===== config.mk =====
export PLATFORM = sky130hd
export DESIGN_NAME = regfile_sweep
export DESIGN_NICKNAME = d
export VERILOG_FILES = /design/src/rtl/regfile_sweep.sv
export SDC_FILE = /design/constraint.sdc
export NUM_CORES = 1
export LEC_CHECK = 0
export BUFFER_PORTS_ARGS = -buffer_cell sky130_fd_sc_hd__buf_4
export CAP_MARGIN = 20
export CELL_PAD_IN_SITES_DETAIL_PLACEMENT = 0
export CELL_PAD_IN_SITES_GLOBAL_PLACEMENT = 1
export CORE_MARGIN = 5
export CORE_UTILIZATION = 30
export CTS_CLUSTER_SIZE = 30
export DETAILED_ROUTE_END_ITERATION = 10
export GPL_TIMING_DRIVEN = 0
export HOLD_SLACK_MARGIN = 0.03
export PLACE_DENSITY_LB_ADDON = 0.25
export REMOVE_ABC_BUFFERS = 1
export SYNTH_ARGS = -nofsm -noshare
export SYNTH_HDL_FRONTEND = slang
export SYNTH_SLANG_ARGS = --single-unit

===== constraint.sdc =====
create_clock -name CLK -period 7.58 [get_ports CLK]
set_input_delay 1.516 -clock CLK [delete_from_list [all_inputs] [get_ports CLK]]
set_output_delay 1.516 -clock CLK [all_outputs]
set_load 0.05 [all_outputs]

===== src/rtl/regfile_sweep.sv =====
// regfile_sweep: parametrised 2R/1W register file with registered reads and a hardware clear sweep
//
// Parameters:
//   WIDTH   data width in bits
//   AWIDTH  address width; DEPTH = 2**AWIDTH entries
//   ZERO_R0 when 1, entry 0 reads as 0 and writes to it are dropped
// Ports:
//   CLK    clock, all state updates on the rising edge
//   RESET  asynchronous active-high reset; clears entries, outputs and the sweeper
//   AA/BA  read addresses for ports A/B
//   DA/DD  write address/data, RW write enable (ignored while BUSY)
//   CLR    clear request level, starts a sweep from IDLE
//   AD/BD  registered read data, one edge of latency
//   BUSY   clear sweep in progress
// Build option:
//   REGFILE_BYPASS_EN  forward a same-edge write to a matching read port
module regfile_sweep #(
  parameter int WIDTH   = 16,
  parameter int AWIDTH  = 3,
  parameter bit ZERO_R0 = 1'b0
) (
  input  logic              CLK,
  input  logic              RESET,
  input  logic [AWIDTH-1:0] AA,
  input  logic [AWIDTH-1:0] BA,
  input  logic [AWIDTH-1:0] DA,
  input  logic [WIDTH-1:0]  DD,
  input  logic              RW,
  input  logic              CLR,
  output logic [WIDTH-1:0]  AD,
  output logic [WIDTH-1:0]  BD,
  output logic              BUSY
);
  localparam int DEPTH = 2**AWIDTH;
  typedef enum logic {IDLE, SWEEP} state_t;
  state_t            r_state;
  logic [AWIDTH-1:0] r_cnt;
  logic              r_busy;
  logic [WIDTH-1:0]  r_ad, r_bd;
  logic [WIDTH-1:0]  r_mem [DEPTH];
  logic              w_we, w_fwd_a, w_fwd_b;
  logic [WIDTH-1:0]  w_rd_a, w_rd_b;
  // writes are blocked while sweeping and silently dropped to a hardwired-zero entry 0
  assign w_we = RW && !r_busy && !(ZERO_R0 && DA == '0);
`ifdef REGFILE_BYPASS_EN
  assign w_fwd_a = w_we && DA == AA;
  assign w_fwd_b = w_we && DA == BA;
`else
  assign w_fwd_a = 1'b0;
  assign w_fwd_b = 1'b0;
`endif
  assign w_rd_a = (ZERO_R0 && AA == '0) ? '0 : w_fwd_a ? DD : r_mem[AA];
  assign w_rd_b = (ZERO_R0 && BA == '0) ? '0 : w_fwd_b ? DD : r_mem[BA];
  assign AD   = r_ad;
  assign BD   = r_bd;
  assign BUSY = r_busy;
  always_ff @(posedge CLK or posedge RESET) begin
    if (RESET) begin
      for (int i = 0; i < DEPTH; i++) r_mem[i] <= '0;
      r_state <= IDLE;
      r_cnt   <= '0;
      r_busy  <= 1'b0;
      r_ad    <= '0;
      r_bd    <= '0;
    end else begin
      // reads sample pre-edge contents, so an entry swept this edge still shows its old value
      r_ad <= w_rd_a;
      r_bd <= w_rd_b;
      if (r_state == SWEEP) begin
        r_mem[r_cnt] <= '0;
        r_cnt        <= r_cnt + 1'b1;
        if (&r_cnt) begin
          r_state <= IDLE;
          r_busy  <= 1'b0;
          r_cnt   <= '0;
        end
      end else begin
        if (w_we) r_mem[DA] <= DD;
        if (CLR) begin
          r_state <= SWEEP;
          r_busy  <= 1'b1;
          r_cnt   <= '0;
        end
      end
    end
  end
endmodule


After elaboration in Yosys (flattened, before gate mapping)
Cells that the tools add are included.
Widths: inputs -> output; s select.
{ "totals": {"input_bits": 29, "ff_bits": 165, "out_inout_bits": 33} }
{ "classes": {"mux": 22, "n_eq_ne": 1, "n_addsub": 1, "bitwise": 6, "order_cmp": 6, "n_reduce_logical": 8} }
{ "op_table": {"columns": ["op", "count"], "rows": [
  ["$mux 128", 2],
  ["$and 128x128->128", 1],
  ["$bwmux 128", 1],
  ["$not 128->128", 1],
  ["$bmux 16 s3", 2],
  ["$demux 16 s3", 2],
  ["$mux 16", 6],
  ["$ge 4x4->1 const B", 4],
  ["$not 3->4", 4],
  ["$mux 3", 3],
  ["$lt 4x1->1 const B", 2],
  ["$mux 1", 6],
  ["$reduce_bool 2->1", 2],
  ["$add 3x1->3 const B", 1],
  ["$logic_and 1x1->1", 3],
  ["$reduce_and 3->1", 1],
  ["$ne 2x1->1 const B", 1],
  ["$reduce_and 2->1", 1],
  ["$logic_not 1->1", 1]
]} }

Longest topological paths before layout
Gate-level depths: netlist (run 1).
{ "logic_depth": {"word_depth": 8, "mapped_depth": 6} }

Worst setup path after synthesis (run 1)
Ideal clock, no wire load.
{ "synth_timing": {"kind": "input to register", "start": "input AA[2]", "end": "register r_ad[14] (netlist: AD[14])", "t_required_ns": 7.455, "slack_ns": 4.922, "setup_time_ns": 0.125, "cell_stages": 4, "path_buffers": 2, "arrival_ns": 2.533, "path_cell_list": "buf_6 -> buf_6 -> mux4_1 -> mux2_2"} }
{ "synth_via": {"elab_chain_cells": 4} }
{ "synth_lines": {"columns": ["item", "line_no", "rtl"], "rows": [
  ["from (decl)", "24", "input logic [AWIDTH-1:0] AA,"],
  ["$not 3->4 (not written as such)", "52", "assign w_rd_a = (ZERO_R0 && AA == '0) ? '0 : w_fwd_a ? DD : r_mem[AA];"],
  ["$bmux 16 s3", "52", null],
  ["$mux 16 (not written as such) (2 in a row)", "52", null],
  ["net w_rd_a[14]", "42", "logic [WIDTH-1:0] w_rd_a, w_rd_b;"],
  ["to (signal assigned)", "67", "r_ad <= w_rd_a;"],
  ["to (decl)", "39", "logic [WIDTH-1:0] r_ad, r_bd;"]
]} }
The timed path passes the listed nets, and every way through them passes these cells. The select of a mux whose other input is x is not followed.
A chain may end at the register's enable or synchronous reset.

Worst setup path after layout (run 1)
{ "layout_timing": {"start": "input DA[1]", "end": "register r_mem[45] (netlist bit)"} }
{ "layout_via": {"elab_chain_cells": 8} }
{ "layout_lines": {"columns": ["item", "line_no", "rtl"], "rows": [
  ["from (decl)", "26", "input logic [AWIDTH-1:0] DA,"],
  ["$not 3->4 (not written as such) (*)", "78", "if (w_we) r_mem[DA] <= DD;"],
  ["$ge 4x4->1 (not written as such) / $lt 4x1->1 (equally long branches)", "78", null],
  ["$logic_and 1x1->1 (not written as such)", "78", null],
  ["$mux 16 (not written as such)", "78", null],
  ["$demux 16 s3 (*)", "78", null],
  ["$bwmux 128 (*)", "78", null],
  ["$mux 128 (*)", "78", null],
  ["$mux 128 (*)", "69", "if (r_state == SWEEP) begin"],
  ["to (signal, indexed assignment)", "70", "r_mem[r_cnt] <= '0;"],
  ["to (signal, indexed assignment)", "78", null],
  ["to (decl)", "40", "logic [WIDTH-1:0] r_mem [DEPTH];"]
]} }
Mark *: on every way between the ends. The rest lies on a longest branch, timed or not. The select of a mux whose other input is x is not followed.

==> flow_summary.toml, run 1 <==
[die]
die_width_um = 180
initial_utilization_pct = 30.3
die_h_um = 180
dieArea_um2 = 32300
rows = 62
num_io_pins = 62
coreArea_um2 = 28500

[detailed_routing]
post_drt_wl_per_cell_um = 22.4
viasPerCell = 5.11
drt-initial-drc-count = 553
drc = 0
wl_um = 23700
firstDrtPassIters = 5
vias = 5410
drtAntennaViolNets = 0

[global_routing]
grt_usage_pct = 14.7
antenna_found_initial = 0
grt_pass1_vias = 5776
overflow = 0
grt_pass1_wl_um = 36100
grt_max_degree = 89

[yosys]
synth_ff_type = "dfrtp_1"
syn-mean-instance-area_um2 = 13.9
synth.area.top_cells = "dfrtp_1 48%, mux4_1 17%, mux2i_1 15%"
yosys.area_share.simple_pct = 8.32
ys_ff_latch = 165
yosysSeqAreaShare_pct = 47.8
synth_top_area_share_pct = 47.8
synth-edff-count = 0
synth_fa_ha_area_share_pct = 0.434
yosysTopAreaCell = "dfrtp_1"
async_flop_share_pct = 100
yosys_warnings = 0
synth_compound_area_share_pct = 0.289
synth_area_um2 = 8650
synth_top_family_by_area = "multiplexers"
postSynthCellCount = 620
synth_mux_area_share_pct = 38.2
ys_types = 32
synth_xor_area_share_pct = 0

[setup_path]
crit_start = "DA[1]"
crit_arrival_ns = 3.14
rr_worst_depth = 3
startpoint_type = "input pin"
ff2ff_setup_slack_ns = 5.25
cp.required_ns = 7.88
worst-path-max-fanout = 16
r2r-start = "r_state$_DFF_PP0_"
endpoint = "r_mem[45]$_DFFE_PP0P_"
crit_type = "input pin to register"
worstReg2RegEnd = "r_mem[45]$_DFFE_PP0P_"
end_kind = "register"

[placement]
portBuffers = 61
gp_congestion = 0.688
place_ws_ns = 4.32
post-dp-hpwl_um = 13900

[layout]
fin_nets = 694
drive_gt1_share_pct = 22.8
fillers = 2875
layout_commonest_cell = "dfrtp_1"
antenna_cells = 0
area_growth_pct = 14.9
final_cell_mix = "165 x dfrtp_1, 132 x nand2_1, 129 x mux2i_1, 61 x buf_4, 56 x mux4_1"
final_util_pct = 34.8

[power_and_ir_drop]
power_density_nw_per_um2 = 325
worst_ir_drop_vdd_mv = 0.170
power_leakage_nw = 5.43

[clocking]
postCtsSetupRepairBufs = 0
clockRootBuffer = "clkbuf_16"
cts_buffers = 17
hold_buffers = 0
clk_pin_slew_ns = 0.06
tritoncts = "built"
cts.sinks = 165
cts_resized = 0
clockBufferDepth = 2
insertion_delay_ns = 0.42
htree_levels = 4

[timing]
worst_slack_ns = 4.75
drv_slew = 0
finalHoldViolCount = 0
relSlewSlack_pct = 27.1
period_share_pct = 37.4
finalClockSkew_ns = 0.0149
grt_setup_unrepaired = "false"
setup_viol = 0
worst_pin_slew_ns = 1.09
max_freq_ghz = 0.353
finalCriticalPeriod_ns = 2.83

[min_path]
hp-class = "register to register"

[outcome]
outcome = "finished clean"

[job]
maxCapViolCount = 0
==> worst min path at each step <==
stage,start,end,slack (ns),cells after the start
after global placement,r_mem[6]$_DFFE_PP0P_,r_mem[6]$_DFFE_PP0P_,0.51,2
after CTS,r_mem[101]$_DFFE_PP0P_,r_mem[101]$_DFFE_PP0P_,0.54,2
after global routing,r_mem[89]$_DFFE_PP0P_,r_mem[89]$_DFFE_PP0P_,0.57,2
final,r_mem[98]$_DFFE_PP0P_,r_mem[98]$_DFFE_PP0P_,0.54,2
after floorplan,r_mem[0]$_DFFE_PP0P_,r_mem[0]$_DFFE_PP0P_,0.51,2
after detailed placement,r_mem[98]$_DFFE_PP0P_,r_mem[98]$_DFFE_PP0P_,0.53,2
==> synth_stat cells (2+ instances only) <==
| master | n |
|---|---|
| mux2i_1 | 129 |
| clkbuf_2 | 2 |
| clkbuf_1 | 8 |
| nor2_1 | 2 |
| and4bb_2 | 2 |
| buf_8 | 5 |
| buf_1 | 2 |
| ha_1 | 3 |
| nand2_2 | 6 |
| buf_2 | 10 |
| nand4bb_1 | 3 |
| nand4b_1 | 3 |
| inv_1 | 20 |
| mux2_2 | 32 |
| nand2_1 | 132 |
| buf_4 | 8 |
| buf_6 | 11 |
| dfrtp_1 | 165 |
| mux4_2 | 8 |
| o21ai_0 | 2 |
| mux4_1 | 56 |
==> metrics by stage <==
stage | power (mW) | area, µm² | setup TNS [ns] | cells | hold WS (ns)
detailed placement | 2.42 | 9370 | 0 | 1027 | 0.532
global placement | 2.31 | 9230 | -40.35 | 1019 | 0.515
floorplan | 1.99 | 8290 | 0 | 574 | 0.505
global route | 3.41 | 9940 | 0 | 1059 | 0.566
finish | 3.23 | 9940 | 0 | 1059 | 0.540
CTS | 3.27 | 9940 | 0 | 1059 | 0.541
==> registers in the layout (all words and copies together), names as in the netlist <==
| register | cells |
|---|---|
| r_state | 1 |
| BUSY | 1 |
| r_mem | 128 |
| r_cnt | 3 |
| BD | 16 |
| AD | 16 |
==> worst max-delay path, cell delays in order <==
cell	delay (ns)
buf_4	0.13
nor2_4	0.15
nand4_2	0.86
mux2i_1	0.47
==> layer usage <==
layer	track usage [%]	vias to the layer above	part of all wire [%]
met2	23.6	147	48
met5	0	-	0
li1	-	2355	-
met4	3.20	0	1.3
met3	3.05	19	4.8
met1	20.7	2889	46
==> where the power goes <==
| part | internal, mW | switching, mW | leakage [nW] |
|---|---|---|---|
| sequential | 1.14 | 0.190 | 2.25 |
| clock | 0.466 | 0.371 | 0.268 |
| combinational | 0.436 | 0.626 | 2.91 |
==> cell type report <==
cell class              instances  area, µm²  area share, %
well taps                     384        480           4.84
inverters                      20       82.6          0.831
repair buffers                 69        591           5.94
clock buffers                  19        443           4.46
clock inverters                13        125           1.26
multi-input cells             389       4090           41.1
flip-flops and latches        165       4130           41.6
==> cell families (layout without fill, tap and decap cells) <==
| kind of cell | after synthesis | count (layout) |
|---|---|---|
| compound gates | 4 | 4 |
| fa+ha+maj | 3 | 3 |
| mux | 225 | 225 |
| buf+inv | 66 | 121 |
| simple gates | 157 | 157 |
| flops | 165 | 165 |
Power figures use the tool's default switching activity.
==> inputs of run 2 (changes only) <==
--- a/config.mk
+++ b/config.mk
@@ -5,6 +5,7 @@
 export SDC_FILE = /design/constraint.sdc
 export NUM_CORES = 1
 export LEC_CHECK = 0
+export ABC_AREA = 1
 export BUFFER_PORTS_ARGS = -buffer_cell sky130_fd_sc_hd__buf_4
 export CAP_MARGIN = 20
 export CELL_PAD_IN_SITES_DETAIL_PLACEMENT = 0
==> constraint.sdc (replaced) <==
create_clock -name CLK -period 2.45 [get_ports CLK]
set_input_delay 0.49 -clock CLK [delete_from_list [all_inputs] [get_ports CLK]]
set_output_delay 0.49 -clock CLK [all_outputs]
set_load 0.05 [all_outputs]
==> flow_summary.toml, run 2 <==
[detailed_routing]
firstDrtPassIters = 6
viasPerCell = 5.03
wl_um = 36100
vias = 8984
post_drt_wl_per_cell_um = 20.2
drt-initial-drc-count = 748
drc = 0
drtAntennaViolNets = 0

[clocking]
hold_buffers = 0
insertion_delay_ns = 0.45
clk_pin_slew_ns = 0.08
postCtsSetupRepairBufs = 0
htree_levels = 4
cts.sinks = 165
clockBufferDepth = 2
tritoncts = "built"
clockRootBuffer = "clkbuf_16"
cts_buffers = 17

[layout]
largest_reg_flops = 128
final_cell_mix = "624 x nand2_1, 322 x nand3_1, 165 x dfrtp_1, 140 x inv_1, 61 x buf_4"
multi_input_area_um2 = 4220
final_util_pct = 34.3
fin_nets = 1410
fin_area_um2 = 10500
area_growth_pct = 12.5
layout_commonest_cell = "nand2_1"
fillers = 3370
antenna_cells = 0
largest-register = "r_mem"
drive_gt1_share_pct = 9.06
final-seq-area_um2 = 4130

[global_routing]
overflow = 0
grt_usage_pct = 20.4
grt_max_degree = 100
grt_pass1_wl_um = 54800
antenna_found_initial = 0
grt_pass1_vias = 8533

[yosys]
ys_ff_latch = 165
ys_types = 23
synth-edff-count = 0
synth_area_um2 = 9360
yosys_warnings = 0
synth.most_common_cell = "nand2_1"
async_flop_share_pct = 100
syn-mean-instance-area_um2 = 6.74
synth_ff_type = "dfrtp_1"
synth_top_area_share_pct = 44.1
yosys-top-cells-count = "624 x nand2_1, 322 x nand3_1, 165 x dfrtp_1, 143 x inv_1, 43 x buf_2"
synth.area.top_cells = "dfrtp_1 44%, nand2_1 25%, nand3_1 17%"
postSynthCellCount = 1388
yosysTopAreaCell = "dfrtp_1"
yosysSeqAreaShare_pct = 44.1

[timing]
period_share_pct = 92.8
setup_viol = 0
finalCriticalPeriod_ns = 2.27
grt_setup_unrepaired = "false"
max_freq_ghz = 0.440
drv_slew = 0
finalHoldViolCount = 0
finalClockSkew_ns = 0.0173
worst_pin_slew_ns = 1.15
relSlewSlack_pct = 23.4

[setup_path]
crit_type = "input pin to register"
startpoint_type = "input pin"
slowest_delay_ns = 0.68
cp.required_ns = 2.82
worst-path-max-fanout = 65
crit_chain = "buf_4 > inv_2 > buf_12 > nand2_1 > nand3_1 > nand2_1 > nand2_1 > nand2_1"
critical_path_buf_inv_count = 3
crit_arrival_ns = 2.64
cp_top_family = "buffers and inverters"
cp_slowest_cell = "buf_4"
crit_top_cell = "nand2_1"
end_kind = "register"

[power_and_ir_drop]
comb_power_share_pct = 28.0
power_leakage_nw = 6.10
seqPwrFrac_pct = 39.9
power_frac_clock_pct = 32.1
p_int_mw = 5.26
power_density_nw_per_um2 = 817
p_sw_share_pct = 38.8
switchingPower_mw = 3.34
worst_ir_drop_vdd_mv = 0.496

[die]
num_io_pins = 62
die_width_um = 187
coreArea_um2 = 30700
dieArea_um2 = 34800
rows = 64
initial_utilization_pct = 30.5
die_h_um = 187

[placement]
dpl-instance-area_um2 = 9930
portBuffers = 61
gp_congestion = 0.753
post-dp-hpwl_um = 19400

[job]
maxCapViolCount = 0

[min_path]
hp-class = "input pin to asynchronous set/reset pin"

[outcome]
outcome = "finished clean"
-- run 2: final timing paths --
path | from | to | slack [ns] | depth (start not counted)
setup / recovery | BA[0] | BD[12]$_DFF_PP0_ | 0.18 | 8
hold / removal | RESET | r_mem[32]$_DFFE_PP0P_ | 0.08 | 2
setup reg to reg | BUSY$_DFFE_PP0P_ | r_mem[39]$_DFFE_PP0P_ | 0.20 | 7
hold reg to reg | r_mem[33]$_DFFE_PP0P_ | r_mem[33]$_DFFE_PP0P_ | 0.50 | 2
max in group asynchronous | RESET | r_mem[98]$_DFFE_PP0P_ | 1.44 | 3
min in group CLK | CLR | r_state$_DFF_PP0_ | 0.29 | 3
-- run 2: power by group through the flow --
| stage | clock [mW] | sequential, mW | combinational (mW) |
|---|---|---|---|
| 2_1_floorplan | 0 | 3.69 | 1.28 |
| 4_1_cts | 2.82 | 3.43 | 2.41 |
| 3_5_place_dp | 0 | 3.48 | 2.39 |
| 5_1_grt | 2.94 | 3.49 | 2.68 |
| 6_report | 2.76 | 3.43 | 2.41 |
| 3_3_place_gp | 0 | 3.47 | 2.36 |
-- run 2: kinds of logic after synthesis --
group / Yosys count / share of synthesized area [%]
AOI/OAI and AO/OA: 6 / 0.348
DFF: 165 / 44.1
and+or+nand+nor: 968 / 44.1
buffers and inverters: 246 / 11.0
adders and majority gates: 3 / 0.401
-- run 2: final cells by class --
cell class | count | share of cell area [%]
well taps | 396 | 4.71
inverters | 152 | 5.54
multi-input cells | 978 | 40.0
repair buffers | 64 | 4.99
clock buffers | 19 | 4.21
clock inverters | 13 | 1.30
flip-flops and latches | 165 | 39.2
-- run 2: through the flow --
stage	TNS [ns]	hold slack, ns	cells	power, mW	worst slack [ns]
final	0	0.0846	1787	8.60	0.177
after floorplan	-412.78	0.469	1294	4.96	-2.50
after CTS	0	0.0965	1787	8.66	0.116
after detailed placement	-12.14	0.487	1754	5.87	-0.196
after global placement	-842.17	0.481	1751	5.83	-5.02
after global routing	0	0.115	1787	9.11	0.0274
-- run 2: per-layer routing --
metal  vias up  share of wire [%]  GRT usage, %
met1      4394                 48          30.4
met5         -                  0             0
met4         0                1.4          4.06
met2       284                 44          31.3
li1       4276                  -             -
met3        30                6.4          3.53
-- run 2: repair_timing --
action / 4_1_cts / 5_1_grt
setup endpoints to repair: 73 / 6
gates cloned: 1 / 0
gates resized for setup: 1 / 1
endpoints found under the hold margin: 0 / 0
pin swaps: 1 / 0
